[src/rtl/fp16_div_seq.sv]
// Multi-cycle binary16 divider: restoring radix-2 mantissa divide with special-case bypass.
// Optional macro FP16_DIV_RNE_EN adds a guard iteration and round-to-nearest-even.
module fp16_div_seq (
    input  logic        clk,
    input  logic        rst,
    input  logic        in_valid,
    output logic        in_ready,
    input  logic [15:0] a,
    input  logic [15:0] b,
    output logic        out_valid,
    input  logic        out_ready,
    output logic [15:0] q,
    output logic        exc,
    output logic        busy
);

`ifdef FP16_DIV_RNE_EN
    localparam int N = 13;
`else
    localparam int N = 12;
`endif

    typedef enum logic [1:0] {
        IDLE = 2'd0,
        DIV  = 2'd1,
        NORM = 2'd2,
        DONE = 2'd3
    } state_t;

    state_t        state;
    logic          sa, sb;
    logic [4:0]    ea, eb;
    logic [9:0]    mb;
    logic [11:0]   rem;
    logic [N-1:0]  qr;
    logic [3:0]    cnt;

    // Operand field decode with subnormals flushed to signed zero
    logic [4:0] a_e, b_e;
    logic [9:0] a_m, b_m;
    logic       a_zero, b_zero, a_inf, b_inf, a_nan, b_nan, special;
    logic [15:0] sp_q;

    assign a_e    = a[14:10];
    assign b_e    = b[14:10];
    assign a_m    = (a_e == 5'd0) ? 10'd0 : a[9:0];
    assign b_m    = (b_e == 5'd0) ? 10'd0 : b[9:0];
    assign a_zero = (a_e == 5'd0);
    assign b_zero = (b_e == 5'd0);
    assign a_inf  = (a_e == 5'h1F) && (a_m == 10'd0);
    assign b_inf  = (b_e == 5'h1F) && (b_m == 10'd0);
    assign a_nan  = (a_e == 5'h1F) && (a_m != 10'd0);
    assign b_nan  = (b_e == 5'h1F) && (b_m != 10'd0);
    assign special = a_nan || b_nan || a_inf || b_inf || a_zero || b_zero;

    // Special-case result, first match in priority order wins
    always_comb begin
        sp_q = 16'h0000;
        if (a_nan)                 sp_q = {a[15], 5'h1F, a_m};
        else if (b_nan)            sp_q = {b[15], 5'h1F, b_m};
        else if (a_inf && b_inf)   sp_q = 16'h7E00;
        else if (a_zero && b_zero) sp_q = 16'h7E00;
        else if (a_inf)            sp_q = {a[15] ^ b[15], 15'h7C00};
        else if (b_inf)            sp_q = {a[15] ^ b[15], 15'h0000};
        else if (b_zero)           sp_q = {a[15] ^ b[15], 15'h7C00};
        else                       sp_q = {a[15] ^ b[15], 15'h0000};
    end

    // One restoring step: subtract divisor when it fits, then shift
    logic [11:0] dvs;
    logic        ge;
    logic [11:0] rem_sub;

    assign dvs     = {2'b01, mb};
    assign ge      = (rem >= dvs);
    assign rem_sub = ge ? (rem - dvs) : rem;

    // Exponent and mantissa selection from the quotient's leading one
    logic signed [6:0] e_raw;
    logic signed [6:0] e_fin;
    logic [9:0]        mant_t;
    logic [9:0]        mant_f;
    logic [15:0]       nq;

    always_comb begin
        e_raw = $signed({2'b00, ea}) - $signed({2'b00, eb})
              + (qr[N-1] ? 7'sd15 : 7'sd14);
        mant_t = qr[N-1] ? qr[N-2 -: 10] : qr[N-3 -: 10];
    end

`ifdef FP16_DIV_RNE_EN
    logic        guard, sticky, rnd;
    logic [10:0] mant_inc;

    // Round to nearest even; a mantissa carry bumps the exponent
    always_comb begin
        guard    = qr[N-1] ? qr[1] : qr[0];
        sticky   = (rem != 12'd0) || (qr[N-1] && qr[0]);
        rnd      = guard && (sticky || mant_t[0]);
        mant_inc = {1'b0, mant_t} + {10'd0, rnd};
        mant_f   = mant_inc[9:0];
        e_fin    = mant_inc[10] ? (e_raw + 7'sd1) : e_raw;
    end
`else
    assign mant_f = mant_t;
    assign e_fin  = e_raw;
`endif

    // Saturate to Inf on overflow and to zero on underflow
    always_comb begin
        if (e_fin >= 7'sd31)     nq = {sa ^ sb, 15'h7C00};
        else if (e_fin <= 7'sd0) nq = {sa ^ sb, 15'h0000};
        else                     nq = {sa ^ sb, e_fin[4:0], mant_f};
    end

    // Control FSM with registered result and operand state
    always_ff @(posedge clk) begin
        if (rst) begin
            state <= IDLE;
            q     <= 16'h0000;
            exc   <= 1'b0;
            sa    <= 1'b0;
            sb    <= 1'b0;
            ea    <= 5'd0;
            eb    <= 5'd0;
            mb    <= 10'd0;
            rem   <= 12'd0;
            qr    <= '0;
            cnt   <= 4'd0;
        end else begin
            unique case (state)
                IDLE: begin
                    if (in_valid) begin
                        sa <= a[15];
                        sb <= b[15];
                        ea <= a_e;
                        eb <= b_e;
                        mb <= b_m;
                        if (special) begin
                            q     <= sp_q;
                            exc   <= 1'b1;
                            state <= DONE;
                        end else begin
                            rem   <= {2'b01, a_m};
                            qr    <= '0;
                            cnt   <= 4'd0;
                            state <= DIV;
                        end
                    end
                end
                DIV: begin
                    rem <= rem_sub << 1;
                    qr  <= {qr[N-2:0], ge};
                    cnt <= cnt + 4'd1;
                    if (cnt == 4'(N - 1)) state <= NORM;
                end
                NORM: begin
                    q     <= nq;
                    exc   <= 1'b0;
                    state <= DONE;
                end
                DONE: begin
                    if (out_ready) state <= IDLE;
                end
                default: state <= IDLE;
            endcase
        end
    end

    assign in_ready  = (state == IDLE);
    assign out_valid = (state == DONE);
    assign busy      = (state != IDLE);

endmodule

[config.mk]
export PLATFORM = sky130hd
export DESIGN_NAME = fp16_div_seq
export DESIGN_NICKNAME = d
export VERILOG_FILES = /design/src/rtl/fp16_div_seq.sv
export SDC_FILE = /design/constraint.sdc
export NUM_CORES = 1
export LEC_CHECK = 0
export ABC_AREA = 1
export BUFFER_PORTS_ARGS = -buffer_cell sky130_fd_sc_hd__buf_2
export CAP_MARGIN = 20
export CORE_MARGIN = 3
export CORE_UTILIZATION = 50
export CTS_CLUSTER_SIZE = 25
export DETAILED_ROUTE_END_ITERATION = 10
export PLACE_DENSITY = 0.7
export SYNTH_ARGS = -nofsm -noshare
export SYNTH_HDL_FRONTEND = slang
export SYNTH_SLANG_ARGS = --single-unit
[constraint.sdc]
create_clock -name clk -period 4.4 [get_ports clk]
set_input_delay 0.66 -clock clk [delete_from_list [all_inputs] [get_ports clk]]
set_output_delay 0.66 -clock clk [all_outputs]
set_load 0.05 [all_outputs]
==> metrics.md, run 1 <==
| Metric | Value |
|---|---|
| Tcrit/Tclk final | about two thirds |
| Crit Reg-Reg Startpoint | state[0]$_SDFFE_PP0P_ |
| Ordered list of cells on the worst path | buf_2 > nor2_1 > nand3_1 > o21ai_0 > nand3_1 > o21bai_2 > nand2_2 > o21ai_0 > a21boi_0 > a21oi_1 |
| Post-synth ARST share | 0% |
| Drt first pass iters | 5 |
| CTS Buf Count | 9 |
| Post-synth EDFFs | 0 |
| CTS Buffer Depth | 2 |
| Min-Delay Path Class | register to register |
| # DRC | 0 |
| Min-delay src | eb[3]$_SDFFE_PP0P_ |
| Critical path launch point type | input pin |
| RSZ-0062 raised after global routing | false |
| ANT nets after route | 0 |
| DR vias | approximately 4400 |
| Number of diodes | 0 |
| Worst skew pair latency | 0.34 ns |
| Post_cts resized | 0 |
| Total Nets Final | 753 |
| Site Rows | 33 |
| #FFs+latches synth | 69 |
| Mapped Avg Cell Area | about 6.7 um2 |
| Hold_buf cts | 0 |
| Worst setup path endpoint | q[0]$_SDFFE_PP0P_ |
| Vias/cell | approximately 5.5 |
| WL/cell | 14.6 um |
| Kind of end point of the critical path | register |
| Final design utilization | between 50% and 60% |
| Standby leakage power | between 0.002 and 0.0025 uW |
| Core Footprint | slightly above 0.008 mm2 |
| Crit path kind | input pin to register |
| Crit path largest cell delay | between 0.5 and 0.6 ns |
| R2R Setup Slk | between 1.5 and 2 ns |
| Full die area | 0.00983 mm2 |
| CTS tree | yes |
| CP startpoint | a[12] |
| First-pass GRT wire length | about 19000 um |
| Largest net degree at the start of global routing | 39 |
| Initial Util | between 50% and 60% |
| Primary FF master, synth | dfxtp_1 |
| Die span in x | approximately 100 um |
| Final hold viol count | 0 |
| Max-slew headroom | roughly two fifths |
| Layout cells sized above 1 | 13.3% |
| Routability cong. | between 0.8 and 0.9 |
| Worst slew pin tran | 0.921 ns |
| P per Cell Area | between 700 and 800 mW/mm2 |
| Slowest CP cell | nand3_1 |
| Fmax | 0.342 GHz |
| Root Driver | clkbuf_8 |
| CTS H-tree depth | 3 |
| Vias in the first global route | approximately 3900 |
| Synth warnings | 0 |
| Post-Place Cells | 787 |
| Status | complete, no violations |
| CP Data Required Time | ~4.7 ns |
| Syn Nets | a little over 700 |
| Total grt overflow | 0 |
| Fin cells | 803 |
| Clk sink count | 69 |
| Arr. time, crit path | between 3 and 4 ns |
| Pins Over Slew Limit | 0 |
| Crit-path max FO | 22 |
| Sequential share of the synthesized area | between 30% and 40% |
| Total track usage | between 20% and 30% |
| Reg2Reg Depth | 10 |
| Max-cap viol count | 0 |
| Final Skew | between 0.008 and 0.009 ns |
| FF-to-FF End | rem[10]$_SDFFE_PP0P_ |
| Final Cell Area | about 0.0048 mm2 |
| Initial antenna violation count | 0 |
| Worst hold slack | roughly 0.46 ns |
| Post-Syn Area | roughly 0.0043 mm2 |
| Post-Route Setup TNS | 0 ns |
| Setup bufs post-CTS | 0 |
| Cells after Synth | about 650 |
| Synthesis-to-layout area growth | 10.6% |
| Setup-failing EPs final | 0 |
| DRT iter0 DRCs | 317 |
| Min Tclk post-route | roughly 3 ns |
| Placed cell area | ~0.0046 mm2 |
| I/O Buffers | 55 |
| Netlist cell types | 41 |
| Die Y | around 99 um |
| Peak VDD IR | between 0.0003 and 0.0004 V |
| I/O pins | 56 |
| Wirelength, routed | around 12000 um |
| HPWL Detailed | between 8000 and 9000 um |
| Clk slew on worst S/H paths | approximately 0.070 ns |
worst min-delay path by stage:
stage | end | slack [ns] | cells past startpoint
6_report | eb[3]$_SDFFE_PP0P_ | 0.46 | 2
5_1_grt | ea[0]$_SDFFE_PP0P_ | 0.48 | 2
4_1_cts | ea[0]$_SDFFE_PP0P_ | 0.47 | 2
3_5_place_dp | ea[0]$_SDFFE_PP0P_ | 0.46 | 2
3_3_place_gp | ea[0]$_SDFFE_PP0P_ | 0.45 | 2
2_1_floorplan | eb[2]$_SDFFE_PP0P_ | 0.43 | 2
critical path, delay by kind of cell:
| kind | cells | cell delay, ns |
|---|---|---|
| AO/OA/AOI/OAI | 5 | 1.39 |
| buffers and inverters | 1 | 0.12 |
| AND/OR/NAND/NOR | 4 | 1.01 |
cell usage after synthesis (all sizes together), types with 7 or more instances:
cell type | number | area (um2)
dfxtp | 69 | 1380
buf | 7 | 38.8
nor2 | 70 | 273
nand2 | 157 | 599
o22ai | 10 | 62.6
inv | 67 | 251
ha | 22 | 275
clkbuf | 15 | 66.3
a21oi | 76 | 392
o21ai | 65 | 325
nand4 | 12 | 75.1
nand3 | 41 | 230
xor2 | 7 | 68.8
cells by family after synthesis:
group	count (synthesis)	share of synthesized area (%)
buffers and inverters	92	8.74
multiplexers	1	0.260
AO/OA/AOI/OAI	161	20.3
XOR/XNOR	13	2.80
AND/OR/NAND/NOR	291	28.8
adder cells (fa/ha/maj)	24	7.27
flip-flops	69	31.9
cell usage in the layout (no fill, tap or decap), types with 2 or more instances in the layout:
master / instances
fa_1: 2
nand2_1: 153
nand4_1: 12
nand3_2: 5
inv_1: 66
clkbuf_8: 11
buf_2: 55
o211ai_1: 4
nand3_1: 36
a21oi_2: 3
xnor2_1: 6
o22ai_1: 10
dfxtp_1: 69
o21ai_0: 62
xor2_1: 6
ha_1: 22
nor2_1: 66
nand2_2: 4
o21ai_1: 3
clkinv_2: 3
a21oi_1: 73
nand3b_1: 3
nor2_2: 4
nor3_1: 5
where the power goes:
| group | internal (uW) | switching (uW) | total, uW |
|---|---|---|---|
| Combinational | 687 | 1540 | 2230 |
| Sequential | 768 | 95.4 | 863 |
| Clock | 233 | 239 | 472 |
| Total | 1690 | 1870 | 3560 |
layout make-up:
| class | count | area, um2 |
|---|---|---|
| Clock buffer | 12 | 155 |
| Clock inverter | 4 | 22.5 |
| Fill cell | 843 | 3500 |
| Inverter | 68 | 255 |
| Multi-Input combinational cell | 490 | 2580 |
| Sequential cell | 69 | 1380 |
| Tap cell | 105 | 131 |
| Timing Repair Buffer | 55 | 275 |
state kept, by name, summed over array words and instances (netlist names), 2 cells and up:
name and flops:
eb 5, cnt 4, ea 5, qr 12, state 2, rem 12, q 16, mb 10
metal layers:
metal  vias to the layer above  global-route usage, %  part of all wire [%]
li1                       2232                      -                     -
met1                      1999                   34.1                    45
met2                       159                   37.1                    45
met3                        19                   5.40                   8.4
met4                         0                   7.56                   1.5
met5                         -                      0                     0
per-stage QoR:
step           setup WS, ns  total power, uW
2_1_floorplan          1.97             2630
3_3_place_gp           1.29             3030
3_5_place_dp           1.20             3070
4_1_cts                1.58             3550
5_1_grt                1.19             3890
6_report               1.48             3560
(Power assumes the default switching activity.)
==> inputs of run 2 (changes only) <==
==> constraint.sdc (replaced) <==
create_clock -name clk -period 2.9 [get_ports clk]
set_input_delay 0.435 -clock clk [delete_from_list [all_inputs] [get_ports clk]]
set_output_delay 0.435 -clock clk [all_outputs]
set_load 0.05 [all_outputs]
==> run 2 against run 1 <==
Total power is 55% higher. Hold slack worse by 0.10 ns. Flip-flop and latch count stayed put. Combinational power is 54% higher. Clock-buffer cell count stayed put. Sequential power is 52% higher. Critical path type is now register to register. Critical path depth is 3 higher.
==> metrics.md, run 2 (same netlist as run 1, synthesis figures left out) <==
| Metric | Value |
|---|---|
| Largest Register | q |
| Standby leakage power | around 0.0022 uW |
| Power Internal | about 2700 uW |
| Clk slew on worst S/H paths | ~0.07 ns |
| Peak VDD IR | roughly 0.00048 V |
| Largest regs | q: 16 flops, qr: 12 flops, rem: 12 flops |
| Ordered list of cells on the worst path | inv_1 > ha_1 > fa_1 > ha_1 > inv_1 > xor2_1 > nand3_1 > nor2_1 > nand3_1 > nand3_2 > inv_2 > nand3_1 > a21oi_1 |
| # DRC | 0 |
| Total grt overflow | 0 |
| Worst skew pair latency | roughly 0.34 ns |
| HPWL Detailed | between 9000 and 10000 um |
| Seq pwr share | approximately a quarter |
| Setup bufs post-CTS | 0 |
| WL/cell | ~15 um |
| Routability cong. | ~0.94 |
| ANT nets after route | 0 |
| Final hold viol count | 0 |
| Vias in the first global route | between 4000 and 5000 |
| Min-Delay Path Class | input pin to register |
| Synthesis-to-layout area growth | 11.9% |
| Layout cells sized above 1 | ~14% |
| Max-slew headroom | approximately two fifths |
| CTS Buffer Depth | 2 |
| Most frequent cells in the layout | 153 x nand2_1, 73 x a21oi_1, 69 x dfxtp_1 |
| Hold Crit Depth | 3 |
| Slowest CP cell | fa_1 |
| Number of flip-flops in the largest register | 16 |
| Fmax | 0.391 GHz |
| Register area | around 0.0014 mm2 |
| I/O Buffers | 55 |
| Most common cell after layout, fill and taps aside | nand2_1 |
| Drt first pass iters | 5 |
| Root Driver | clkbuf_8 |
| Site Rows | 33 |
| Die Y | approximately 99 um |
| CP Data Required Time | ~3.1 ns |
| P per Cell Area | around 1100 mW/mm2 |
| RSZ-0062 raised after global routing | false |
| Initial antenna violation count | 0 |
| Min Tclk post-route | ~2.6 ns |
| Status | complete, no violations |
| CTS H-tree depth | 3 |
| Clk sink count | 69 |
| Reg2Reg Depth | 13 |
| Combinational power share | a little over three fifths |
| I/O pins | 56 |
| Switch Pwr | around 2800 uW |
| Largest net degree at the start of global routing | 38 |
| Post-Route Setup TNS | 0 ns |
| Crit-path max FO | 6 |
| R2R Setup Slk | around 0.34 ns |
| CP dominant cell by count | nand3_1 |
| Crit path largest cell delay | roughly 0.48 ns |
| Kind of end point of the critical path | register |
| Post_cts resized | 0 |
| Clk network pwr share | approximately 14% |
| Total track usage | roughly 24% |
| Crit path kind | register to register |
| Core Footprint | approximately 0.0083 mm2 |
| Multi-input logic area | between 0.002 and 0.003 mm2 |
| CTS tree | yes |
| Critical path launch point type | register |
| Fill count | just over 800 |
| CTS Buf Count | 9 |
| Final Skew | roughly 0.0086 ns |
| Worst slew pin tran | slightly below 0.9 ns |
| Hold_buf cts | 0 |
| Full die area | between 0.009 and 0.01 mm2 |
| Arr. time, crit path | around 2.8 ns |
| DR vias | around 4500 |
| Max-cap viol count | 0 |
| Wirelength, routed | between 10000 and 15000 um |
| Total Nets Final | 760 |
| Initial Util | about 52% |
| Pins Over Slew Limit | 0 |
| Number of diodes | 0 |
| Worst hold slack | around 0.36 ns |
| DRT iter0 DRCs | 341 |
| Die span in x | a little under 100 um |
| First-pass GRT wire length | about 19000 um |
| Setup-failing EPs final | 0 |
| Vias/cell | around 5.5 |
| Tcrit/Tclk final | roughly nine tenths |
| Switching Share | approximately 52% |
| Final design utilization | 58.5% |
-- run 2: changes by cell type in the layout (fill, tap and decap cells not counted), sizes merged --
cell,change
bufinv,+1
buf,+7
clkinvlp,-1
clkinv,-2
-- run 2: worst max-delay path: cells and delay by family (launching register included) --
kind,cells,cell delay [ns]
flip-flops,1,0.31
AND/OR/NAND/NOR,5,0.68
XOR/XNOR,1,0.25
AO/OA/AOI/OAI,1,0.07
adder cells (fa/ha/maj),3,0.91
buffers and inverters,3,0.20
-- run 2: worst paths after layout --
| path | start | endpoint |
|---|---|---|
| worst max-delay path | ea[0]$_SDFFE_PP0P_ | q[0]$_SDFFE_PP0P_ |
| worst min-delay path | a[13] | ea[3]$_SDFFE_PP0P_ |
| worst max register to register | ea[0]$_SDFFE_PP0P_ | q[0]$_SDFFE_PP0P_ |
| worst min register to register | ea[0]$_SDFFE_PP0P_ | ea[0]$_SDFFE_PP0P_ |
-- run 2: power by group through the flow --
stage	Clock (uW)	Combinational, uW	Sequential (uW)
6_report	758	3440	1310
4_1_cts	771	3410	1310
2_1_floorplan	0	2520	1470
5_1_grt	803	3860	1330
3_3_place_gp	0	3350	1320
3_5_place_dp	0	3390	1330
-- run 2: layout make-up --
cell class,count,share of cell area [%]
repair buffers,62,6.76
clock buffers,12,2.99
clock inverters,2,0.722
inverters,68,5.26
multi-input cells,490,53.1
flip-flops and latches,69,28.5
well taps,105,2.71
-- run 2: metrics by stage --
step | total power [uW] | std cells | setup WS [ns] | instance area (um2)
floorplan | 3990 | 651 | 0.471 | 4340
global placement | 4670 | 794 | 0.402 | 4670
detailed placement | 4720 | 794 | 0.378 | 4670
CTS | 5500 | 808 | 0.377 | 4850
global route | 5990 | 808 | 0.131 | 4850
finish | 5500 | 808 | 0.343 | 4850
-- run 2: per-layer routing --
layer,global-route usage [%],up-vias,part of all wire (%),routed length [um]
met1,35.3,2016,48,5680
met5,0,-,0,0
met4,7.35,0,1.9,227
met2,37.3,171,43,5110
li1,-,2253,-,-
met3,4.14,22,7.7,920
